[src/rtl/control_unit_gen.sv]
// control_unit_gen: multi-cycle instruction sequencer producing register-file, bus-mux and
// memory strobes. Defining CU_MUL_EN adds multiplier sequencing with a completion timeout.
module control_unit_gen #(
  parameter int  WORD_SIZE   = 8,
  parameter int  OP_SIZE     = 4,
  parameter int  REG_CNT     = 4,
  parameter int  MUL_TIMEOUT = 32,
  localparam int REG_AW      = $clog2(REG_CNT)
) (
  input  logic                 clk,
  input  logic                 rst,
  input  logic [WORD_SIZE-1:0] instruction,
  input  logic                 zero,
  input  logic                 over_flow,
  input  logic                 mul_done,
  output logic [REG_CNT-1:0]   Load_R,
  output logic [REG_AW:0]      Sel_Bus_1_Mux,
  output logic [2:0]           Sel_Bus_2_Mux,
  output logic                 Load_PC,
  output logic                 Inc_PC,
  output logic                 Load_IR,
  output logic                 Load_Add_R,
  output logic                 Load_Reg_Y,
  output logic                 Load_Reg_Z,
  output logic                 Load_Reg_ov,
  output logic                 Load_Reg_md,
  output logic                 write,
  output logic                 halted,
  output logic [1:0]           err_code
);

  typedef enum logic [3:0] {
    S_idle, S_fet1, S_fet2, S_dec, S_ex1, S_rd1, S_rd2, S_wr1, S_wr2,
    S_br1, S_br2, S_mul, S_mwait, S_mmsb, S_halt
  } state_t;

  localparam logic [OP_SIZE-1:0] OP_NOP  = OP_SIZE'(4'd0);
  localparam logic [OP_SIZE-1:0] OP_ADD  = OP_SIZE'(4'd1);
  localparam logic [OP_SIZE-1:0] OP_SUB  = OP_SIZE'(4'd2);
  localparam logic [OP_SIZE-1:0] OP_AND  = OP_SIZE'(4'd3);
  localparam logic [OP_SIZE-1:0] OP_NOT  = OP_SIZE'(4'd4);
  localparam logic [OP_SIZE-1:0] OP_RD   = OP_SIZE'(4'd5);
  localparam logic [OP_SIZE-1:0] OP_WR   = OP_SIZE'(4'd6);
  localparam logic [OP_SIZE-1:0] OP_BR   = OP_SIZE'(4'd7);
  localparam logic [OP_SIZE-1:0] OP_BRZ  = OP_SIZE'(4'd8);
  localparam logic [OP_SIZE-1:0] OP_BRO  = OP_SIZE'(4'd9);
  localparam logic [OP_SIZE-1:0] OP_MUL  = OP_SIZE'(4'd10);
  localparam logic [OP_SIZE-1:0] OP_HALT = OP_SIZE'(4'd15);
  localparam logic [REG_AW:0]    SEL1_PC = (REG_AW+1)'(REG_CNT);

  state_t             state_r;
  logic [1:0]         err_code_r;
  logic [OP_SIZE-1:0] opcode_s;
  logic [REG_AW-1:0]  src_s;
  logic [REG_AW-1:0]  dest_s;
  logic [REG_CNT-1:0] src_oh_s;
  logic [REG_CNT-1:0] dest_oh_s;
  logic [REG_AW:0]    src_sel_s;
  logic [REG_AW:0]    dest_sel_s;
  logic               br_taken_s;

  assign opcode_s   = instruction[WORD_SIZE-1 -: OP_SIZE];
  assign src_s      = instruction[2*REG_AW-1:REG_AW];
  assign dest_s     = instruction[REG_AW-1:0];
  assign src_oh_s   = REG_CNT'(1'b1) << src_s;
  assign dest_oh_s  = REG_CNT'(1'b1) << dest_s;
  assign src_sel_s  = {1'b0, src_s};
  assign dest_sel_s = {1'b0, dest_s};
  // BR is unconditional; BRZ/BRO fall through to the next fetch when their flag is clear
  assign br_taken_s = (opcode_s == OP_BR) || ((opcode_s == OP_BRZ) && zero) ||
                      ((opcode_s == OP_BRO) && over_flow);

`ifdef CU_MUL_EN
  localparam logic [7:0] WAIT_LAST = 8'(MUL_TIMEOUT - 1);
  logic [7:0] wait_cnt_r;
`else
  logic unused_s;
  assign unused_s = mul_done ^ (MUL_TIMEOUT == 32'sd0);
`endif

  // State sequencing, multiplier wait counter and latched error code
  always_ff @(posedge clk) begin
    if (!rst) begin
      state_r    <= S_idle;
      err_code_r <= 2'd0;
`ifdef CU_MUL_EN
      wait_cnt_r <= 8'd0;
`endif
    end else begin
      case (state_r)
        S_idle: state_r <= S_fet1;
        S_fet1: state_r <= S_fet2;
        S_fet2: state_r <= S_dec;
        S_dec: begin
          case (opcode_s)
            OP_NOP, OP_NOT:         state_r <= S_fet1;
            OP_ADD, OP_SUB, OP_AND: state_r <= S_ex1;
            OP_RD:                  state_r <= S_rd1;
            OP_WR:                  state_r <= S_wr1;
            OP_BR, OP_BRZ, OP_BRO:  state_r <= br_taken_s ? S_br1 : S_fet1;
`ifdef CU_MUL_EN
            OP_MUL:                 state_r <= S_mul;
`endif
            OP_HALT: begin
              state_r    <= S_halt;
              err_code_r <= 2'd0;
            end
            default: begin
              state_r    <= S_halt;
              err_code_r <= 2'd1;
            end
          endcase
        end
        S_ex1, S_rd2, S_wr2, S_br2: state_r <= S_fet1;
        S_rd1: state_r <= S_rd2;
        S_wr1: state_r <= S_wr2;
        S_br1: state_r <= S_br2;
`ifdef CU_MUL_EN
        S_mul: begin
          state_r    <= S_mwait;
          wait_cnt_r <= 8'd0;
        end
        S_mwait: begin
          // a completion arriving on the last allowed cycle still wins over the timeout
          if (mul_done) begin
            state_r <= S_mmsb;
          end else if (wait_cnt_r == WAIT_LAST) begin
            state_r    <= S_halt;
            err_code_r <= 2'd2;
          end
          if (!mul_done && (wait_cnt_r != 8'hFF)) begin
            wait_cnt_r <= wait_cnt_r + 8'd1;
          end
        end
        S_mmsb: state_r <= S_fet1;
`endif
        S_halt:  state_r <= S_halt;
        default: state_r <= S_idle;
      endcase
    end
  end

  // Datapath strobes and mux selects decoded from state and the current instruction
  always_comb begin
    Load_R        = {REG_CNT{1'b0}};
    Sel_Bus_1_Mux = {(REG_AW+1){1'b0}};
    Sel_Bus_2_Mux = 3'd0;
    Load_PC       = 1'b0;
    Inc_PC        = 1'b0;
    Load_IR       = 1'b0;
    Load_Add_R    = 1'b0;
    Load_Reg_Y    = 1'b0;
    Load_Reg_Z    = 1'b0;
    Load_Reg_ov   = 1'b0;
    Load_Reg_md   = 1'b0;
    write         = 1'b0;
    halted        = 1'b0;
    err_code      = 2'd0;
    if (rst) begin
      err_code = err_code_r;
      case (state_r)
        S_fet1: begin
          Sel_Bus_1_Mux = SEL1_PC;
          Sel_Bus_2_Mux = 3'd1;
          Load_Add_R    = 1'b1;
        end
        S_fet2: begin
          Sel_Bus_2_Mux = 3'd2;
          Load_IR       = 1'b1;
          Inc_PC        = 1'b1;
        end
        S_dec: begin
          case (opcode_s)
            OP_ADD, OP_SUB, OP_AND
`ifdef CU_MUL_EN
            , OP_MUL
`endif
            : begin
              Sel_Bus_1_Mux = src_sel_s;
              Sel_Bus_2_Mux = 3'd1;
              Load_Reg_Y    = 1'b1;
            end
            OP_NOT: begin
              Sel_Bus_1_Mux = src_sel_s;
              Load_Reg_Z    = 1'b1;
              Load_R        = dest_oh_s;
            end
            OP_RD, OP_WR, OP_BR, OP_BRZ, OP_BRO: begin
              if (br_taken_s || (opcode_s == OP_RD) || (opcode_s == OP_WR)) begin
                Sel_Bus_1_Mux = SEL1_PC;
                Sel_Bus_2_Mux = 3'd1;
                Load_Add_R    = 1'b1;
              end else begin
                Inc_PC = 1'b1;
              end
            end
            default: Load_R = {REG_CNT{1'b0}};
          endcase
        end
        S_ex1: begin
          Sel_Bus_1_Mux = dest_sel_s;
          Load_Reg_Z    = 1'b1;
          Load_Reg_ov   = 1'b1;
          Load_R        = dest_oh_s;
        end
        S_rd1, S_wr1: begin
          Sel_Bus_2_Mux = 3'd2;
          Load_Add_R    = 1'b1;
          Inc_PC        = 1'b1;
        end
        S_rd2: begin
          Sel_Bus_2_Mux = 3'd2;
          Load_R        = dest_oh_s;
        end
        S_wr2: begin
          Sel_Bus_1_Mux = src_sel_s;
          write         = 1'b1;
        end
        S_br1: begin
          Sel_Bus_2_Mux = 3'd2;
          Load_Add_R    = 1'b1;
        end
        S_br2: begin
          Sel_Bus_2_Mux = 3'd2;
          Load_PC       = 1'b1;
        end
`ifdef CU_MUL_EN
        S_mul: begin
          Sel_Bus_1_Mux = dest_sel_s;
          Load_Reg_md   = 1'b1;
        end
        S_mwait: begin
          if (mul_done) begin
            Sel_Bus_2_Mux = 3'd3;
            Load_R        = src_oh_s;
            Load_Reg_Z    = 1'b1;
            Load_Reg_ov   = 1'b1;
          end else begin
            Sel_Bus_1_Mux = dest_sel_s;
          end
        end
        S_mmsb: begin
          Sel_Bus_2_Mux = 3'd4;
          Load_R        = dest_oh_s;
          Load_Reg_Z    = 1'b1;
          Load_Reg_ov   = 1'b1;
        end
`endif
        S_halt:  halted = 1'b1;
        default: halted = 1'b0;
      endcase
    end else begin
      err_code = 2'd0;
    end
  end

endmodule
[config.mk]
export PLATFORM = sky130hd
export DESIGN_NAME = control_unit_gen
export DESIGN_NICKNAME = d
export VERILOG_FILES = /design/src/rtl/control_unit_gen.sv
export SDC_FILE = /design/constraint.sdc
export NUM_CORES = 1
export LEC_CHECK = 0
export CAP_MARGIN = 40
export CORE_MARGIN = 2
export CORE_UTILIZATION = 43
export CTS_BUF_LIST = sky130_fd_sc_hd__clkbuf_4 sky130_fd_sc_hd__clkbuf_8
export CTS_CLUSTER_DIAMETER = 120
export DETAILED_ROUTE_END_ITERATION = 7
export PLACE_DENSITY = 0.79
export SYNTH_ARGS = -nofsm -noshare
export SYNTH_HDL_FRONTEND = slang
export SYNTH_SLANG_ARGS = --single-unit
[constraint.sdc]
create_clock -name clk -period 1.85 [get_ports clk]
set_input_delay 0.37 -clock clk [delete_from_list [all_inputs] [get_ports clk]]
set_output_delay 0.37 -clock clk [all_outputs]
set_load 0.02 [all_outputs]
==> flow_summary_export.csv <==
group,metric,value,unit
placement,placedCellCount,199,
logic_synthesis,synth.cell_area,783,um^2
routing,wl_per_cell,23.3,um
finish,instances_no_fill,215,
clocking,cts_num_sinks,5,
clocking,root_buffer,"clkbuf_4",
timing,clock_skew,13.0,ps
global_routing,grt_max_degree,10,
floorplan,die_area,2180,um^2
timing,worst_slew_pin_slew,624,ps
worst_setup_path,cp.required,1480,ps
pwr,p_per_area,382,nW/um^2
routing,totalWireLength,5.01,mm
timing,fin_crit,2140,ps
pwr,clock_power_share,0.217,
floorplan,start_util,0.454,
logic_synthesis,yosys_most_used_dff,"dfxtp_1",
clocking,worstSkewPairLatency,260,ps
global_routing,grt_pass1_wl,5.02,mm
min_path,min_path_type,"register to register",
floorplan,die_w,46.7,um
finish,area_delta_synth_final,110,%
floorplan,core_area,1730,um^2
logic_synthesis,ys_warn_count,0,
timing,fmax,468,MHz
placement,place_congestion,0.955,
clocking,tritoncts,"built",
finish,layout_commonest_cell,"buf_4",
pwr,intPower,365,uW
pwr,p_comb_frac,0.584,
finish,layout-drive-gt1-share,0.611,
run_status,run_status,"finished with violations",
worst_setup_path,end_kind,"output pin",
timing,drv_slew,0,
placement,io_buffers,30,
logic_synthesis,synth_top_area_frac,0.128,
global_routing,grt_remaining_overflow,0,
logic_synthesis,ys_seq_area_frac,0.128,
logic_synthesis,syn_avg_cell_area,6.69,um^2
clocking,cts_buffer_depth,2,
run,cap_violations,0,
routing,first_pass_iters,5,
logic_synthesis,synth_cell_types,39,
worst_setup_path,worstSetupStartpointType,"register",
worst_setup_path,cp_max_fo,7,
timing,setup_viol,18,
worst_setup_path,worstSetupPathType,"register to output pin",
logic_synthesis,synth_area_leader_cell,"dfxtp_1",
routing,vias_per_cell,6.47,
timing,hold_violations,0,
logic_synthesis,yosys-top-cells-area,"dfxtp_1 (13%), nand2_1 (6.2%), o21ai_0 (5.8%)",
timing,rsz0062_at_grt,"yes",
logic_synthesis,synth-edff-count,0,
pwr,p_switching,262,uW
clocking,htree_levels,1,
clocking,hold_buffers,0,
routing,antenna_left,0,
routing,drtIter0Drc,145,
finish,mostFrequentLayoutCells,"buf_4 (52), buf_6 (13), nand2_1 (12)",
pwr,peakVddDrop,0.529,mV
pwr,netSwitchingFraction,0.418,
finish,num-fill-cells,54,
logic_synthesis,synth_cells,117,
routing,routed-via-count,1390,
clocking,cts.reportedPaths.clkPinSlew,60,ps
timing,slew_headroom,0.580,
routing,drc,0,
global_routing,grtUsageTotal,0.325,
floorplan,ios,35,
timing,fin_crit_sh,1.16,
worst_setup_path,worstPathArrival,1770,ps
timing,layout_setup_ws,-287,ps
placement,place_hpwl,2.05,mm
global_routing,grt_pass1_vias,1089,
finish,nets,204,
logic_synthesis,async_flop_share,0,
run_status,violations,"setup timing",
floorplan,rows,15,
clocking,cts_buffers,3,
finish,finish.utilization,0.951,
global_routing,antenna_found_initial,0,
pwr,seq_power_share,0.199,
pwr,p_leak,0.000711,uW
floorplan,die_h,46.7,um
logic_synthesis,synth-seq-cells,5,
finish,diodes,0,
state kept, by name, summed over array words and instances (netlist names):
name        count
state_r         4
err_code_r      1
synthesized netlist by cell type (2+ instances only):
| master | n |
|---|---|
| a21boi_0 | 2 |
| a21oi_1 | 4 |
| o22ai_1 | 2 |
| nor2_1 | 12 |
| buf_6 | 2 |
| nor3_1 | 7 |
| o21ai_0 | 9 |
| o311ai_0 | 2 |
| and2_1 | 4 |
| inv_1 | 5 |
| o21a_1 | 4 |
| buf_4 | 4 |
| a211oi_1 | 2 |
| clkbuf_1 | 4 |
| nor2b_1 | 4 |
| dfxtp_1 | 5 |
| nand3_1 | 5 |
| nand2_1 | 13 |
| o211ai_1 | 3 |
| nand2b_1 | 5 |
logic make-up (layout without fill, tap and decap cells):
family / after synthesis / in the layout / synth area share
flip-flops: 5 / 5 / 0.128
buffers and inverters: 17 / 88 / 0.121
multiplexers: 3 / 3 / 0.0463
other: 1 / 3 / 0.00479
AO/OA/AOI/OAI: 35 / 35 / 0.319
AND/OR/NAND/NOR: 56 / 56 / 0.380
final timing paths:
check                           cells after the start          endpoint          start  slack [ps]
worst min-delay path                                1     err_code_r[0]  err_code_r[0]         540
worst max register to register                      6        state_r[0]     state_r[0]          60
worst max-delay path                                6  Sel_Bus_1_Mux[1]     state_r[0]        -290
worst min register to register                      1     err_code_r[0]  err_code_r[0]         540
worst max-delay path, stage by stage (launching register included):
cell and delay, ps:
dfxtp_2 380, buf_4 170, inv_1 90, nor3_1 420, o21ai_2 140, a21oi_2 150, buf_4 170
through the flow:
| step | hold WS (ps) | area, um^2 | setup TNS, ps | power (uW) | setup slack, ps |
|---|---|---|---|---|---|
| after floorplan | 489 | 836 | -116 | 255 | -73.0 |
| after global placement | 507 | 1370 | -13130 | 374 | -917 |
| after detailed placement | 511 | 1370 | -13770 | 379 | -995 |
| after CTS | 531 | 1500 | -1040 | 531 | -158 |
| after global routing | 563 | 1640 | -3170 | 641 | -306 |
| final | 540 | 1640 | -2790 | 627 | -287 |
power by group through the flow:
stage	sequential (uW)	clock, uW	combinational [uW]
3_3_place_gp	120	0	255
2_1_floorplan	121	0	134
5_1_grt	124	140	376
4_1_cts	120	128	283
6_report	125	136	366
3_5_place_dp	120	0	259
cell type report:
cell class                      instances  area, um^2  share of cell area
Sequential cell                         5         108              0.0655
Clock buffer                            3        22.5              0.0137
Timing Repair Buffer                   79         656               0.399
Clock inverter                          1        5.00             0.00305
Inverter                                5        22.5              0.0137
Tap cell                               25        31.3              0.0191
Multi-Input combinational cell         97         797               0.486
layer usage:
layer  GRT usage  vias up  share of wire
met5           0        -              0
met4      0.0389        0          0.086
met3      0.0549       59           0.11
met2       0.569      156           0.45
met1       0.426      616           0.36
li1            -      559              -
repair_timing:
item | CTS | global route
pin swaps | 17 | 9
setup endpoints to repair | 20 | 18
resized for setup | 131 | 32
buffers inserted | 8 | 4
endpoints found under the hold margin | 0 | 0
Note: power is estimated with default switching activity, not from simulation.
